[config.mk]
export PLATFORM = sky130hd
export DESIGN_NAME = keypad_scanner_flat
export DESIGN_NICKNAME = d
export VERILOG_FILES = /design/src/rtl/keypad_pkg.sv /design/src/rtl/keypad_scanner_if.sv /design/src/rtl/keypad_matrix_scan.sv /design/src/rtl/keypad_scanner.sv /design/src/flat_wrapper.sv
export SDC_FILE = /design/constraint.sdc
export NUM_CORES = 1
export LEC_CHECK = 0
export BUFFER_PORTS_ARGS = -buffer_cell sky130_fd_sc_hd__buf_2
export CORE_ASPECT_RATIO = 0.8
export CORE_UTILIZATION = 29
export DETAILED_ROUTE_END_ITERATION = 12
export GPL_ROUTABILITY_DRIVEN = 0
export GPL_TIMING_DRIVEN = 0
export SYNTH_ARGS = -nofsm -noshare
export SYNTH_HDL_FRONTEND = slang
export SYNTH_SLANG_ARGS = --single-unit
[constraint.sdc]
create_clock -name clk_48 -period 12.37 [get_ports clk_48]
set_clock_uncertainty 0.15 [all_clocks]
set_input_delay 0.6185 -clock clk_48 [delete_from_list [all_inputs] [get_ports clk_48]]
set_output_delay 0.6185 -clock clk_48 [all_outputs]
set_load 0.1 [all_outputs]
[src/rtl/keypad_pkg.sv]
// Shared types, sizes and frame-classification helpers for the keypad scanner.
package keypad_pkg;

    localparam int NUM_ROWS = 4;
    localparam int NUM_COLS = 4;
    localparam int CODE_W   = 4;
    localparam int MAP_W    = NUM_ROWS * NUM_COLS;

    typedef enum logic [1:0] {
        RELEASED,
        PRESS_CHK,
        PRESSED,
        RELEASE_CHK
    } deb_state_t;

    typedef enum logic [1:0] {
        FR_NONE,
        FR_SINGLE,
        FR_MULTI
    } frame_class_t;

    // Number of closed contacts seen in a frame decides NONE / SINGLE / MULTI.
    function automatic frame_class_t classify_map(input logic [MAP_W-1:0] map);
        int ones;
        ones = 0;
        for (int i = 0; i < MAP_W; i++) begin
            if (map[i]) ones++;
        end
        if (ones == 0) return FR_NONE;
        if (ones == 1) return FR_SINGLE;
        return FR_MULTI;
    endfunction

    // Index of the lowest closed contact; only meaningful for a SINGLE frame.
    function automatic logic [CODE_W-1:0] lowest_code(input logic [MAP_W-1:0] map);
        logic [CODE_W-1:0] code;
        code = '0;
        for (int i = MAP_W - 1; i >= 0; i--) begin
            if (map[i]) code = CODE_W'(i);
        end
        return code;
    endfunction

endpackage

[src/rtl/keypad_scanner_if.sv]
// Keypad pin and button-code bundle between the scanner and its surroundings.
//
// There is no valid/ready handshake here: buttons is a held level the consumer
// may decode every cycle, key_valid is an unacknowledged one-cycle strobe that
// coincides with the first cycle buttons shows a newly accepted code, and
// key_down is a plain debounced level.
interface keypad_scanner_if;
    import keypad_pkg::*;

    logic [NUM_ROWS-1:0] row_n;
    logic [NUM_COLS-1:0] col_n;
    logic [CODE_W-1:0]   buttons;
    logic                key_valid;
    logic                key_down;

    modport master (
        input  row_n,
        output col_n,
        output buttons,
        output key_valid,
        output key_down
    );

    modport slave (
        output row_n,
        input  col_n,
        input  buttons,
        input  key_valid,
        input  key_down
    );

endinterface

[src/rtl/keypad_matrix_scan.sv]
// Column driver, row synchroniser and per-frame contact map with classification.
// frame_valid pulses for one cycle right after the column-3 sample; class and
// code are valid during that cycle only.
module keypad_matrix_scan
    import keypad_pkg::*;
#(
    parameter int SCAN_DIV = 480
) (
    input  logic                clk_48,
    input  logic                reset_n,
    input  logic [NUM_ROWS-1:0] row_n,
    output logic [NUM_COLS-1:0] col_n,
    output logic                frame_valid,
    output frame_class_t        frame_class,
    output logic [CODE_W-1:0]   frame_code
);

    localparam int DW = $clog2(SCAN_DIV);

    logic [DW-1:0]       dwell;
    logic [1:0]          col_idx;
    logic [NUM_ROWS-1:0] row_meta;
    logic [NUM_ROWS-1:0] row_sync;
    logic [MAP_W-1:0]    map;
    logic [MAP_W-1:0]    hit;
    logic                eval;
    logic                last_dwell;

    assign last_dwell = (dwell == DW'(SCAN_DIV - 1));
    assign col_n      = ~(NUM_COLS'(1) << col_idx);

    // Dwell counter and column index; the column advances on the sample edge.
    always_ff @(posedge clk_48 or negedge reset_n) begin
        if (!reset_n) begin
            dwell   <= '0;
            col_idx <= '0;
        end else if (last_dwell) begin
            dwell   <= '0;
            col_idx <= col_idx + 2'd1;
        end else begin
            dwell <= dwell + DW'(1);
        end
    end

    // Two-flop synchroniser; idle rows read high thanks to the pull-ups.
    always_ff @(posedge clk_48 or negedge reset_n) begin
        if (!reset_n) begin
            row_meta <= '1;
            row_sync <= '1;
        end else begin
            row_meta <= row_n;
            row_sync <= row_meta;
        end
    end

    // Map bits for the column currently driven: bit r*4+c for each low row.
    always_comb begin
        hit = '0;
        for (int r = 0; r < NUM_ROWS; r++) begin
            hit[r * NUM_COLS + int'(col_idx)] = ~row_sync[r];
        end
    end

    // Accumulate the frame map; clear it in the evaluation cycle, which always
    // lands well before the next column-0 sample, so scanning never stalls.
    always_ff @(posedge clk_48 or negedge reset_n) begin
        if (!reset_n) begin
            map  <= '0;
            eval <= 1'b0;
        end else begin
            eval <= last_dwell && (col_idx == 2'd3);
            if (eval) begin
                map <= '0;
            end else if (last_dwell) begin
                map <= map | hit;
            end
        end
    end

    assign frame_valid = eval;
    assign frame_class = classify_map(map);
    assign frame_code  = lowest_code(map);

endmodule

[src/rtl/keypad_scanner.sv]
// 4x4 keypad scanner: matrix scan plus a frame-based press/release debouncer.
// buttons holds the last accepted code until the next accepted press.
module keypad_scanner
    import keypad_pkg::*;
#(
    parameter int SCAN_DIV        = 480,
    parameter int DEBOUNCE_FRAMES = 16,
    parameter int RESET_CODE      = 4
) (
    input  logic              clk_48,
    input  logic              reset_n,
    keypad_scanner_if.master  kp,
    output deb_state_t        dbg_state
);

    localparam int             CW       = $clog2(DEBOUNCE_FRAMES + 1);
    localparam logic [CW-1:0]  CNT_DONE = CW'(DEBOUNCE_FRAMES);

    logic              frame_valid;
    frame_class_t      frame_class;
    logic [CODE_W-1:0] frame_code;

    deb_state_t        state, state_next;
    logic [CW-1:0]     cnt, cnt_next, cnt_inc;
    logic [CODE_W-1:0] cand, cand_next;
    logic [CODE_W-1:0] buttons_q, accept_code;
    logic              key_valid_q, key_down_q, key_down_next, accept;

    keypad_matrix_scan #(.SCAN_DIV(SCAN_DIV)) u_scan (
        .clk_48      (clk_48),
        .reset_n     (reset_n),
        .row_n       (kp.row_n),
        .col_n       (kp.col_n),
        .frame_valid (frame_valid),
        .frame_class (frame_class),
        .frame_code  (frame_code)
    );

    // Saturating increment so the frame counter can never wrap.
    assign cnt_inc = (cnt == CNT_DONE) ? cnt : cnt + CW'(1);

    // Debounce next-state logic; it only moves on a frame evaluation.
    always_comb begin
        state_next    = state;
        cnt_next      = cnt;
        cand_next     = cand;
        key_down_next = key_down_q;
        accept        = 1'b0;
        accept_code   = cand;
        if (frame_valid) begin
            case (state)
                RELEASED: begin
                    if (frame_class == FR_SINGLE) begin
                        if (DEBOUNCE_FRAMES == 1) begin
                            accept        = 1'b1;
                            accept_code   = frame_code;
                            key_down_next = 1'b1;
                            cnt_next      = '0;
                            state_next    = PRESSED;
                        end else begin
                            cand_next  = frame_code;
                            cnt_next   = CW'(1);
                            state_next = PRESS_CHK;
                        end
                    end
                end
                PRESS_CHK: begin
                    if (frame_class != FR_SINGLE) begin
                        cnt_next   = '0;
                        state_next = RELEASED;
                    end else if (frame_code != cand) begin
                        cand_next = frame_code;
                        cnt_next  = CW'(1);
                    end else if (cnt_inc == CNT_DONE) begin
                        accept        = 1'b1;
                        key_down_next = 1'b1;
                        cnt_next      = '0;
                        state_next    = PRESSED;
                    end else begin
                        cnt_next = cnt_inc;
                    end
                end
                PRESSED: begin
                    // Rollover is ignored here: only a full release re-arms.
                    if (frame_class == FR_NONE) begin
                        if (DEBOUNCE_FRAMES == 1) begin
                            key_down_next = 1'b0;
                            cnt_next      = '0;
                            state_next    = RELEASED;
                        end else begin
                            cnt_next   = CW'(1);
                            state_next = RELEASE_CHK;
                        end
                    end
                end
                RELEASE_CHK: begin
                    if (frame_class != FR_NONE) begin
                        cnt_next   = '0;
                        state_next = PRESSED;
                    end else if (cnt_inc == CNT_DONE) begin
                        key_down_next = 1'b0;
                        cnt_next      = '0;
                        state_next    = RELEASED;
                    end else begin
                        cnt_next = cnt_inc;
                    end
                end
                default: begin
                    cnt_next   = '0;
                    state_next = RELEASED;
                end
            endcase
        end
    end

    // Debounce state and output registers; buttons only moves on acceptance.
    always_ff @(posedge clk_48 or negedge reset_n) begin
        if (!reset_n) begin
            state       <= RELEASED;
            cnt         <= '0;
            cand        <= '0;
            buttons_q   <= CODE_W'(RESET_CODE);
            key_valid_q <= 1'b0;
            key_down_q  <= 1'b0;
        end else begin
            state       <= state_next;
            cnt         <= cnt_next;
            cand        <= cand_next;
            key_valid_q <= accept;
            key_down_q  <= key_down_next;
            if (accept) begin
                buttons_q <= accept_code;
            end
        end
    end

    assign kp.buttons   = buttons_q;
    assign kp.key_valid = key_valid_q;
    assign kp.key_down  = key_down_q;
    assign dbg_state    = state;

endmodule

[src/flat_wrapper.sv]
// flat-port wrapper written by rule: the top's interface ports become plain ports
module keypad_scanner_flat import keypad_pkg::*;
#(
    parameter int SCAN_DIV        = 480,
    parameter int DEBOUNCE_FRAMES = 16,
    parameter int RESET_CODE      = 4
)
  (clk_48, reset_n, dbg_state, kp_row_n, kp_col_n, kp_buttons, kp_key_valid, kp_key_down);
  keypad_scanner_if kp_i ();
  input  logic clk_48;
  input  logic reset_n;
  output deb_state_t dbg_state;
  input wire logic [$bits(kp_i.row_n)-1:0] kp_row_n;
  output wire logic [$bits(kp_i.col_n)-1:0] kp_col_n;
  output wire logic [$bits(kp_i.buttons)-1:0] kp_buttons;
  output wire logic [$bits(kp_i.key_valid)-1:0] kp_key_valid;
  output wire logic [$bits(kp_i.key_down)-1:0] kp_key_down;
  assign kp_i.row_n = kp_row_n;
  assign kp_col_n = kp_i.col_n;
  assign kp_buttons = kp_i.buttons;
  assign kp_key_valid = kp_i.key_valid;
  assign kp_key_down = kp_i.key_down;
  keypad_scanner #(.SCAN_DIV(SCAN_DIV), .DEBOUNCE_FRAMES(DEBOUNCE_FRAMES), .RESET_CODE(RESET_CODE)) u_core (.clk_48(clk_48), .reset_n(reset_n), .kp(kp_i), .dbg_state(dbg_state));
endmodule
== Word-level counts from Yosys, hierarchy flattened ==
Index checks and enable logic that the tools add are counted.

* Add/sub/neg operators: 21
* Order comparisons: 8
* Bitwise logic cells: 7
* Shifts and indexed selects: 1
* Multiplexer cells: 84
* Reductions and logical operators: 16
* Div/mod/pow operators: 0
* Equality and inequality tests: 22
* $mul: 0

{| class="wikitable"
|+ Operator list
! kind !! count
|-
| $add A32 B2 Y32 const B || 14
|-
| $mux W32 || 14
|-
| $mux W4 || 19
|-
| $bwmux W16 || 3
|-
| $mux W5 || 7
|-
| $eq A32 B2 Y1 const B || 1
|-
| $logic_not A32 Y1 || 1
|-
| $mux W16 || 2
|-
| $mux W2 || 12
|-
| $pmux W5 S4 || 1
|-
| $mux W1 || 18
|-
| $and A16 B4 Y16 || 1
|-
| $or A16 B16 Y16 || 1
|-
| $demux W1 S4 || 3
|-
| $ne A2 B1 Y1 const B || 6
|-
| $add A4 B2 Y5 const A || 2
|-
| $eq A5 B5 Y1 const B || 2
|-
| $ge A5 B1 Y1 const B || 2
|-
| $lt A5 B5 Y1 const B || 2
|-
| $add A9 B1 Y9 const B || 1
|-
| $eq A9 B9 Y1 const B || 1
|-
| $mux W9 || 1
|-
| $pmux W2 S4 || 1
|-
| $pmux W4 S2 || 1
|-
| 26 further kinds || 43
|}

* Memories: 0
* Output and inout port bits: 12
* Bits in writable memories: 0
* Bits in latches: 0
* Register bits: 53
* Bits in read-only memories: 0

== Logic depth before layout (Yosys ltp) ==
* Word-level depth: 40
* Gate-level depth with buffers: 53
* Gate-level depth less buffers: 52

== By module ==
A second synthesis with hierarchy kept.

* Cells, all modules: 522
* Area total of the unflattened synthesis: 4623.2 um2

{| class="wikitable"
|+ By module, submodules not included
! module !! instances !! cells an instance !! area each (um2) !! sequential area each (um2)
|-
| keypad_matrix_scan || 1 || 426 || 3647.2 || 910.9
|-
| keypad_scanner || 1 || 96 || 975.9 || 426.7
|}

== Worst setup path before layout ==
No wires, ideal clock.

* Path kind: flip-flop to flip-flop
* Start point: reg u_core.u_scan.map[0]
* End point: reg u_core.buttons_q[0], in the netlist u_core.kp.buttons[0]
* Required time: 12092 ps
* Buffers on the path: 1
* Arrival time: 9918 ps
* Slack: 2174 ps
* Stages on the path, launching flop included: 52
* Cell sequence: dfrtp_1 inv_1 ha_1 xor2_1 ha_1 nand2_1 o31ai_1 ha_1 mux2_2 ha_1 nand2b_1 o31a_1 nand2_1 inv_1 ha_1 nand2_1 o21ai_0 ha_1 (+16 left out) o31ai_1 inv_1 ha_1 nand2_1 o21ai_0 ha_1 mux2_2 ha_1 xor2_1 nor2_1 a21oi_1 or4_4 a31oi_2 nand3_2 nor3_4 and2_1 buf_4 mux2_1

* Word-level cells in the longest chain between the ends: 40
* Elaborated cells between the ends (all ways): 46
* Classes of those cells: add/sub: 15; eq/ne: 3; mux: 27; reduce/logical: 1

{| class="wikitable"
|+ RTL lines
! what !! line !! source
|-
| start, declared || keypad_matrix_scan.sv:24 || <nowiki>logic [MAP_W-1:0] map;</nowiki>
|-
| start signal, assigned || keypad_matrix_scan.sv:75 || <nowiki>map <= map | hit;</nowiki>
|-
| $mux W1 || keypad_pkg.sv:27 || <nowiki>if (map[i]) ones++;</nowiki>
|-
| $add A1 B1 Y2 || keypad_pkg.sv:27 ||
|-
| $mux W2 || keypad_pkg.sv:27 ||
|-
| $add A32 B2 Y32 || keypad_pkg.sv:27 ||
|-
| $mux W32 || keypad_pkg.sv:27 ||
|-
| $add A32 B2 Y32 || keypad_pkg.sv:27 ||
|-
| $mux W32 || keypad_pkg.sv:27 ||
|-
| $add A32 B2 Y32 || keypad_pkg.sv:27 ||
|-
| (+24 left out) || -- ||
|-
| $mux W1 (2 in a row) || keypad_pkg.sv:30 || <nowiki>if (ones == 1) return FR_SINGLE;</nowiki>
|-
| $mux W2 || keypad_pkg.sv:31 || <nowiki>return FR_MULTI;</nowiki>
|-
| $mux W2 || keypad_pkg.sv:30 ||
|-
| $ne A2 B1 Y1 || keypad_scanner.sv:68 || <nowiki>if (frame_class != FR_SINGLE) begin</nowiki>
|-
| $mux W1 (*) || keypad_scanner.sv:68 ||
|-
| $mux W1 (*) || keypad_scanner.sv:51 || <nowiki>case (state)</nowiki>
|-
| $mux W1 (*) || keypad_scanner.sv:50 || <nowiki>if (frame_valid) begin</nowiki>
|-
| named net u_core.accept || keypad_scanner.sv:27 || <nowiki>logic key_valid_q, key_down_q, key_down_next, accept;</nowiki>
|-
| end signal, assigned || keypad_scanner.sv:122 || <nowiki>buttons_q <= CODE_W'(RESET_CODE);</nowiki>
|-
| end signal, assigned || keypad_scanner.sv:132 || <nowiki>buttons_q <= accept_code;</nowiki>
|-
| end, declared || keypad_scanner.sv:26 || <nowiki>logic [CODE_W-1:0] buttons_q, accept_code;</nowiki>
|}

Mark *: on every way through the listed nets, which the timed path passes. The rest lies on a longest branch. The select of a mux whose other input is x is not followed.
A chain may end at the register's enable or synchronous reset.

== Worst setup path in the final report ==
Same ends and word-level chain as after synthesis.

==> impl_metrics.toml <==
[clock_network]
cts_setup_buffers = 0
clk_latency_ns = 0.29
cts_tree = "yes"
cts_hold_buffers = 0
cts.sinks = 53
clockRootBuffer = "clkbuf_16"
cts_buffers = 5
cts.clk_slew.worst_paths_ns = 0.07
cts-resized-gates = 0
htreeDepth = 2
clock_path_buffers = 2

[logic_synthesis]
yosysTopAreaCell = "dfrtp_1"
netlist.area_leader.share_pct = 23.33
netlist_top_cells_count = "nor2_1 (89), nand2_1 (49), dfrtp_1 (44), xnor2_1 (31), inv_1 (29)"
ys_async_sr_fraction_pct = 100.0
synth_flop_cell = "dfrtp_1"
yosysMostFrequentCell = "nor2_1"
ys_types = 82
synth.avg_cell_area_um2 = 8.413
synth_edf_count = 0
netlist_area_um2 = 4720
synth_area_leaders = "dfrtp_1 (23%), nor2_1 (7.1%), ha_1 (5.8%)"
synth_seq_cells = 53
synth_warnings = 0
synthesis.nets = 589
ys_seq_area_share_pct = 28.34
syn_inst = 561

[setup_path]
critPathLaunch = "u_core.u_scan.map[0]"
reg2reg_from = "u_core.u_scan.map[0]"
critical-path-max-stage-delay_ns = 0.51
critPathBufInv = 4
path_max_fanout = 6
cp.depth = 51
crit_required_ns = 12.39
crit_path_end_kind = "register"
crit_type = "register to register"
worstSetupStartpointType = "register"
rrSetupSlack_ns = 1.09
r2r_cells = 51
rr_endpoint = "u_core.kp.buttons[0]"
arrival_ns = 11.30
path_delay_family = "adder cells"
setup.worst_path.end = "u_core.kp.buttons[0]"
cp_common_cell = "ha_1"
slowest_stage = "or4_4"

[detailed_routing]
wl_per_cell_um = 12.83
first_pass_iters = 4
wl_um = 10270
via_per_inst = 4.938
drt_iter0_drc = 204
vias = 3955
ant_nets = 0
drc = 0

[global_routing]
grt_remaining_overflow = 0
grt_max_degree = 54
antenna_found_initial = 0
grt.total_usage_pct = 13.13
grt_pass1_wl_um = 17920
first_global_vias = 3718

[sta]
tns_ns = 0
fin_crit_sh_pct = 91.17
worst_slew_pin_slew_ns = 1.175
whs_ns = 0.2032
max_freq_mhz = 88.67
setup_ws_ns = 1.092
finalHoldViolations = 0
slew_headroom_pct = 21.67
slew_violations = 0
min_period_ns = 11.28
rsz0062_at_grt = "no"
setup_viol = 0

[placement]
pre_cts_slack_ns = 1.173
hpwl_um = 8018
post_dp_cell_area_um2 = 5074
portBuffers = 17

[worst_hold_path]
hold_start = "u_core.u_scan.row_meta[2]"
hold_class = "register to register"

[cells_and_area]
final-seq-area_um2 = 1338
antenna_cells = 0
fin_area_um2 = 5230
num-fill-cells = 1669
drive_gt1_share_pct = 11.77
area_growth_pct = 10.82
multiInputGateArea_um2 = 3171
final_nets = 613

[power_and_ir_drop]
power.switching_mw = 0.06781
leakage_nw = 2.371
p_int_mw = 0.2579
pwr-share-comb_pct = 1.2
p_sw_share_pct = 20.82
powerDensity_nw_per_um2 = 62.28
pwr-share-clk_pct = 44.5
seqPwrFrac_pct = 54.3
total_power_mw = 0.3257
ir_drop_mv = 0.08816

[die]
ios = 18
die_height_um = 116.1
dieArea_um2 = 16790
die_w_um = 144.6
core-area_um2 = 15850
start_util_pct = 29.77
fp-row-count = 41

[run]
max_cap_violations = 0

[status]
status = "completed"
==> stage by stage <==
stage,util (%),std cells
final,32.99,801
after global routing,32.99,801
after CTS,32.99,801
after detailed placement,32.01,793
after global placement,32.01,793
after floorplan,-,561
==> metal layers <==
metal | part of all wire [%] | GRT usage [%] | wire, µm | vias to the layer above
li1 | - | - | - | 2040
met5 | 0 | 0 | 0 | -
met1 | 55 | 20.41 | 5698 | 1851
met3 | 3.0 | 1.107 | 307 | 8
met4 | 0.72 | 2.456 | 74 | 0
met2 | 41 | 19.71 | 4193 | 56
==> final cells by class <==
cell class	count	share of cell area (%)
inverters	31	2.249
multi-input cells	458	60.62
plain buffers	19	1.794
repair buffers	17	1.627
clock buffers	6	2.655
clock inverters	2	0.3349
flip-flops and latches	53	25.57
well taps	215	5.144
==> cells by family (layout without fill, tap and decap cells) <==
logic type / Yosys count / count (layout) / share of synthesized area, %
AND/OR/NAND/NOR: 246 / 246 / 26.03
flip-flops: 53 / 53 / 28.34
multiplexers: 16 / 16 / 3.738
AO/OA/AOI/OAI: 112 / 112 / 16.70
adder cells (fa/ha/maj): 22 / 22 / 5.832
XOR/XNOR: 62 / 62 / 14.87
buffers and inverters: 50 / 75 / 4.480
==> worst min-delay path by stage <==
stage / end / slack, ns / cells past startpoint
after floorplan: u_core.accept_code[0] / 0.17 / 0
after global placement: u_core.u_scan.row_sync[3] / 0.20 / 0
after detailed placement: u_core.u_scan.row_sync[2] / 0.20 / 0
after CTS: u_core.u_scan.row_sync[2] / 0.20 / 0
after global routing: u_core.u_scan.row_sync[2] / 0.20 / 0
final: u_core.u_scan.row_sync[2] / 0.20 / 0
==> cell usage in the layout, fill, tap and decap left out, drive strengths merged, types with 8 or more instances in the layout <==
master / n
ha: 22
a21oi: 22
inv: 31
buf: 23
dfstp: 9
o31ai: 8
mux2: 13
xnor2: 34
dfrtp: 44
nand2: 49
xor2: 20
nor3: 17
clkbuf: 19
o21ai: 19
and2: 11
nand4: 10
nor2: 90
nand3: 21
==> registers in the layout (all words and copies together) (netlist names) <==
signal,cells
u_core.accept_code,4
u_core.u_scan.frame_valid,1
u_core.u_scan.col_idx,2
u_core.u_scan.row_meta,4
u_core.u_scan.map,16
u_core.u_scan.dwell,9
u_core.cnt,5
u_core.kp.buttons,4
u_core.kp.key_valid,1
u_core.kp.key_down,1
u_core.u_scan.row_sync,4
u_core.dbg_state,2
==> power groups by stage <==
stage,sequential [mW],combinational (mW),clock [mW]
final,0.177,0.00398,0.145
after global routing,0.177,0.00488,0.154
after CTS,0.177,0.00427,0.150
after detailed placement,0.180,0.00433,0
after global placement,0.180,0.00429,0
after floorplan,0.180,0.0000111,0
No activity file was read; power rests on OpenSTA's default activity.
